## src/rtl/proc_pkg.sv

```systemverilog
// Shared constants for the proc_top core: widths, opcodes and instruction-field positions.
// Imported by proc_alu and proc_top.
package proc_pkg;

    localparam int DATA_W  = 16;
    localparam int INSTR_W = 32;
    localparam int GPR_N   = 32;
    localparam int REG_AW  = 5;
    localparam int OP_W    = 5;

    localparam logic [OP_W-1:0] movsgpr = 5'd0;
    localparam logic [OP_W-1:0] mov     = 5'd1;
    localparam logic [OP_W-1:0] add     = 5'd2;
    localparam logic [OP_W-1:0] sub     = 5'd3;
    localparam logic [OP_W-1:0] mul     = 5'd4;

    localparam int OPER_MSB  = 31;
    localparam int OPER_LSB  = 27;
    localparam int RDST_MSB  = 26;
    localparam int RDST_LSB  = 22;
    localparam int RSRC1_MSB = 21;
    localparam int RSRC1_LSB = 17;
    localparam int IMM_BIT   = 16;
    localparam int RSRC2_MSB = 15;
    localparam int RSRC2_LSB = 11;
    localparam int ISRC_MSB  = 15;
    localparam int ISRC_LSB  = 0;

endpackage

```

## src/rtl/proc_alu.sv

```systemverilog
// Combinational execute stage: result, high product half and write strobes for one opcode.
// The multiplier exists only when PROC_MUL_EN is defined; otherwise opcode 4 is a no-op.
module proc_alu
    import proc_pkg::*;
(
    input  logic [OP_W-1:0]   op,
    input  logic [DATA_W-1:0] a,
    input  logic [DATA_W-1:0] b,
    output logic [DATA_W-1:0] result,
    output logic [DATA_W-1:0] high,
    output logic              wr_gpr,
    output logic              wr_sgpr
);

`ifdef PROC_MUL_EN
    logic [2*DATA_W-1:0] product;
    assign product = {{DATA_W{1'b0}}, a} * {{DATA_W{1'b0}}, b};
`endif

    // The top routes the move source (SGPR, immediate or GPR[rsrc1]) onto b.
    always_comb begin
        result  = '0;
        high    = '0;
        wr_gpr  = 1'b0;
        wr_sgpr = 1'b0;
        case (op)
            movsgpr, mov: begin
                result = b;
                wr_gpr = 1'b1;
            end
            add: begin
                result = a + b;
                wr_gpr = 1'b1;
            end
            sub: begin
                result = a - b;
                wr_gpr = 1'b1;
            end
`ifdef PROC_MUL_EN
            mul: begin
                result  = product[DATA_W-1:0];
                high    = product[2*DATA_W-1:DATA_W];
                wr_gpr  = 1'b1;
                wr_sgpr = 1'b1;
            end
`endif
            default: ;
        endcase
    end

endmodule

```

## src/rtl/proc_top.sv

```systemverilog
// Single-cycle 16-bit register machine: IR, 32 x 16 GPR file, SGPR and dout register.
// Optional multiplier selected by the PROC_MUL_EN macro (see proc_alu).
module proc_top
    import proc_pkg::*;
(
    input  logic               clk,
    input  logic               sys_rst,
    input  logic [INSTR_W-1:0] din,
    output logic [DATA_W-1:0]  dout
);

    logic [INSTR_W-1:0] IR;
    logic [DATA_W-1:0]  GPR [0:GPR_N-1];
    logic [DATA_W-1:0]  SGPR;

    logic [OP_W-1:0]   oper_type;
    logic [REG_AW-1:0] rdst;
    logic [REG_AW-1:0] rsrc1;
    logic [REG_AW-1:0] rsrc2;
    logic              imm_mode;
    logic [DATA_W-1:0] isrc;

    assign oper_type = IR[OPER_MSB:OPER_LSB];
    assign rdst      = IR[RDST_MSB:RDST_LSB];
    assign rsrc1     = IR[RSRC1_MSB:RSRC1_LSB];
    assign rsrc2     = IR[RSRC2_MSB:RSRC2_LSB];
    assign imm_mode  = IR[IMM_BIT];
    assign isrc      = IR[ISRC_MSB:ISRC_LSB];

    logic [DATA_W-1:0] op_a;
    logic [DATA_W-1:0] op_b;
    logic [DATA_W-1:0] alu_result;
    logic [DATA_W-1:0] alu_high;
    logic              alu_wr_gpr;
    logic              alu_wr_sgpr;

    assign op_a = GPR[rsrc1];

    // Register moves copy GPR[rsrc1], so that value takes the B slot for mov.
    always_comb begin
        op_b = GPR[rsrc2];
        if (oper_type == movsgpr) begin
            op_b = SGPR;
        end else if (imm_mode) begin
            op_b = isrc;
        end else if (oper_type == mov) begin
            op_b = op_a;
        end
    end

    proc_alu u_alu (
        .op      (oper_type),
        .a       (op_a),
        .b       (op_b),
        .result  (alu_result),
        .high    (alu_high),
        .wr_gpr  (alu_wr_gpr),
        .wr_sgpr (alu_wr_sgpr)
    );

    always_ff @(posedge clk or negedge sys_rst) begin
        if (!sys_rst) begin
            IR   <= '0;
            SGPR <= '0;
            dout <= '0;
            for (int i = 0; i < GPR_N; i++) begin
                GPR[i] <= '0;
            end
        end else begin
            IR <= din;
            if (alu_wr_gpr) begin
                GPR[rdst] <= alu_result;
                dout      <= alu_result;
            end
            if (alu_wr_sgpr) begin
                SGPR <= alu_high;
            end
        end
    end

endmodule

```

## config.mk

```make
export PLATFORM = sky130hd
export DESIGN_NAME = proc_top
export DESIGN_NICKNAME = d
export VERILOG_FILES = /design/src/rtl/proc_pkg.sv /design/src/rtl/proc_alu.sv /design/src/rtl/proc_top.sv
export SDC_FILE = /design/constraint.sdc
export NUM_CORES = 1
export LEC_CHECK = 0
export CORE_MARGIN = 2
export CORE_UTILIZATION = 60
export CTS_CLUSTER_SIZE = 12
export DETAILED_ROUTE_END_ITERATION = 7
export PLACE_DENSITY_LB_ADDON = 0.05
export SKIP_LAST_GASP = 1
export SLEW_MARGIN = 20
export SYNTH_ARGS = -nofsm -noshare
export SYNTH_HDL_FRONTEND = slang
export SYNTH_SLANG_ARGS = --single-unit
```

## constraint.sdc

```tcl
create_clock -name clk -period 7 [get_ports clk]
set_input_delay 2.1 -clock clk [delete_from_list [all_inputs] [get_ports clk]]
set_output_delay 2.1 -clock clk [all_outputs]
set_load 0.1 [all_outputs]
```

==> summary.md <==
| Metric | Value |
|---|---|
| Final cell count without fillers | `3500` |
| Total gr overflow | `0` |
| Most common cell after layout, fill and taps aside | `nand2_1` |
| Max cap viols | `0` |
| Htree depth | `2` |
| First-pass GRT wire length | `157.4 mm` |
| Largest net degree at the start of global routing | `between 100 and 150` |
| Outcome | `complete, no violations` |
| Pins Over Slew Limit | `0` |
| Avg WL per Cell | `between 30 and 40 um` |
| Port Buffers | `49` |
| Core area | `between 0.04 and 0.05 mm^2` |
| Die height | `about 230 um` |
| Worst Path Arrival | `about 7.3 ns` |
| Count of final setup violators | `0` |
| Share of layout cells above drive strength 1 | `~18%` |
| Pwr/cell area | `around 230 mW/mm^2` |
| Pre-CTS WS | `0.3388 ns` |
| Syn_nets | `2832` |
| Seq cells post-synth | `560` |
| Clk pin slew, worst setup/hold paths | `0.06 ns` |
| Clk Latency, worst-skew pair | `between 0.6 and 0.7 ns` |
| Worst setup SP type | `flip-flop` |
| Worst-margin pin slew | `~1.2 ns` |
| Num rows | `81` |
| GPL Wtd Cong | `approximately 0.99` |
| Fill cells | `3779` |
| Post-synth top flop | `dfrtp_1` |
| Seq/Total Area, Yosys | `between 40 and 50%` |
| Setup WS post-layout | `just under 0.3 ns` |
| Yosys warnings | `0` |
| DRT Wirelength | `roughly 110 mm` |
| Initial core utilization | `60.89%` |
| DR vias/cell | `approximately 6.9` |
| Commonest non-fill, non-tap cells in the layout | `nand2_1 (637), dfrtp_1 (554), o21ai_0 (373)` |
| Clk Tree Root Cell | `clkbuf_16` |
| RSZ-0062 raised after global routing | `no` |
| First DRT Iteration DRCs | `approximately 3400` |
| Util after Layout | `roughly two thirds` |
| DPL Wire Length | `slightly below 70 mm` |
| Yosys cell types | `72` |
| Mapped Cells | `2781` |
| Longest Clk Path Bufs | `3` |
| Initial antenna violation count | `1` |
| Fin crit period | `6.703 ns` |
| DRC | `0` |
| Max transition margin | `about a fifth` |
| DIE WIDTH | `226.9 um` |
| EDFF count, synth | `0` |
| Vias | `24030` |
| Total Power | `7.654 mW` |
| CTS tree | `built` |
| TNS Setup | `0 ns` |
| Worst EP required | `about 7.6 ns` |
| Biggest area consumer among synthesized cells | `dfrtp_1` |
| Gr usage total | `a little over two fifths` |
| Placed cell count | `between 3000 and 4000` |
| Nets | `about 2800` |
| Worst-path maximum fanout | `16` |
| Min-delay worst type | `reg -> reg` |
| Async SR Flop Fraction | `between 90% and 100%` |
| Share of the synthesized area in the top cell type | `47.02%` |
| Syn Area/Cell | `10.72 um^2` |
| CTS Buf Count | `59` |
| Final period util | `95.75%` |
| CP Class | `reg -> reg` |
| Post-Syn Area | `0.02980 mm^2` |
| Max frequency | `roughly 150 MHz` |
| Syn-to-layout area delta | `11.58%` |
| First-pass DRT Iterations | `6` |
| Final Hold Viols | `0` |
| ANT nets after route | `0` |
| Area contributors post-synth | `dfrtp_1 (47%), mux4_2 (15%), nand2_1 (8.2%), o21ai_0 (6.3%), mux2i_1 (5.1%)` |
| Vias in the first global route | `between 20000 and 25000` |
| Leakage | `between 10 and 15 nW` |
| I/O Pins | `50` |
| Worst Setup End Kind | `flip-flop` |
| CTS sink count | `560` |
| DIE AREA | `0.05147 mm^2` |
| Setup Skew | `between 0.03 and 0.04 ns` |
| Worst vdd ir | `0.2492 mV` |
-- cell families after synthesis --
| kind of cell | after synthesis | share of synthesized area, % |
|---|---|---|
| buffers and inverters | 248 | 3.917 |
| adder cells (fa/ha/maj) | 17 | 0.7388 |
| AND/OR/NAND/NOR | 867 | 11.95 |
| multiplexers | 404 | 22.36 |
| AO/OA/AOI/OAI | 660 | 13.28 |
| flip-flops | 560 | 47.02 |
| XOR/XNOR | 25 | 0.7346 |
-- layer usage --
layer  vias to the layer above  GRT usage (%)  routed length, um
met5                         -              0                  0
met4                         0          20.71               6320
met3                       335          13.68              14070
met2                      1582          61.75              45700
met1                     12010          58.87              40880
li1                      10100              -                  -
-- Yosys cell counts (4+ instances only) --
library cell  count
a2111oi_0         4
a211o_1           4
a211oi_1         10
a21o_1            8
a21oi_1          62
a221oi_1          7
a22o_1           13
a22oi_1          64
a31oi_1          16
and2_1            8
and3_1            6
buf_1            14
buf_2            34
buf_4             9
buf_6            17
clkbuf_1        154
dfrtp_1         560
ha_1             16
inv_1            17
mux2_2           40
mux2_4           14
mux2i_1         151
mux4_2          196
nand2_1         651
nand2b_1          5
nand3_1          36
nand3b_1          4
nand4_1          10
nor2_1           88
nor2b_1          18
nor3_1            8
nor4_1            4
o2111ai_1         8
o211ai_1         11
o21a_1            4
o21ai_0         373
o221ai_1          4
o22ai_1           9
o31ai_1          34
or2_2             5
or3_1            10
xnor2_1          18
xor2_1            7
-- power breakdown --
part | internal [mW] | leakage, nW | total [mW] | switching [mW]
clock | 1.86 | 0.965 | 3.20 | 1.34
sequential | 3.33 | 7.69 | 3.44 | 0.103
combinational | 0.343 | 6.00 | 1.01 | 0.670
-- critical path, stage by stage, from the launching register on --
cell,delay (ns)
dfrtp_1,0.40
clkinv_1,0.60
mux4_2,0.72
mux2i_1,0.50
nand2_1,0.12
o211ai_1,0.11
buf_4,0.15
ha_1,0.16
inv_1,0.06
or3_1,0.42
nor4_1,0.38
nor2_1,0.09
xnor2_1,0.16
ha_1,0.23
or4_1,0.51
o311ai_0,0.14
o21ai_0,0.26
a21o_1,0.23
a21oi_1,0.23
xnor2_2,0.19
o22ai_2,0.65
mux2_4,0.28
-- sequential cells by signal, summed over array words and instances (netlist names) --
signal  cells
GPR       512
IR         32
dout       16
-- path summary, 6_finish.rpt --
check,to,slack [ns],cells past startpoint,startpoint
max,GPR[511]$_DFFE_PN0P_,0.30,21,IR[15]$_DFF_PN0_
min,dout[14]$_DFFE_PN0P_,0.47,2,dout[14]$_DFFE_PN0P_
max reg2reg,GPR[511]$_DFFE_PN0P_,0.30,21,IR[15]$_DFF_PN0_
min reg2reg,dout[14]$_DFFE_PN0P_,0.47,2,dout[14]$_DFFE_PN0P_
max in group asynchronous,IR[26]$_DFF_PN0_,4.10,2,sys_rst
min in group asynchronous,GPR[468]$_DFFE_PN0P_,1.50,1,sys_rst
-- timing repair --
action / CTS / global route
setup endpoints to repair: 0 / 65
hold endpoints to repair: 0 / 0
hold buffers: 0 / 0
gates resized for setup: 0 / 2
buffers inserted: 0 / 1
-- layout make-up --
type / instances / area, um^2 / area share (%)
well taps: 664 / 830.8 / 2.498
flip-flops and latches: 560 / 14030 / 42.20
clock buffers: 95 / 1803 / 5.422
repair buffers: 176 / 1624 / 4.884
diodes: 1 / 2.502 / 0.007525
multi-input cells: 1974 / 14740 / 44.32
clock inverters: 12 / 153.9 / 0.4628
inverters: 18 / 67.56 / 0.2032
-- stage by stage --
| stage | instance area, um^2 | hold slack (ns) |
|---|---|---|
| 6_report | 33260 | 0.4745 |
| 3_3_place_gp | 31240 | 0.4605 |
| 5_1_grt | 33250 | 0.5146 |
| 2_1_floorplan | 29800 | 0.4576 |
| 4_1_cts | 33200 | 0.4827 |
| 3_5_place_dp | 31250 | 0.4673 |
(Power assumes the default switching activity.)
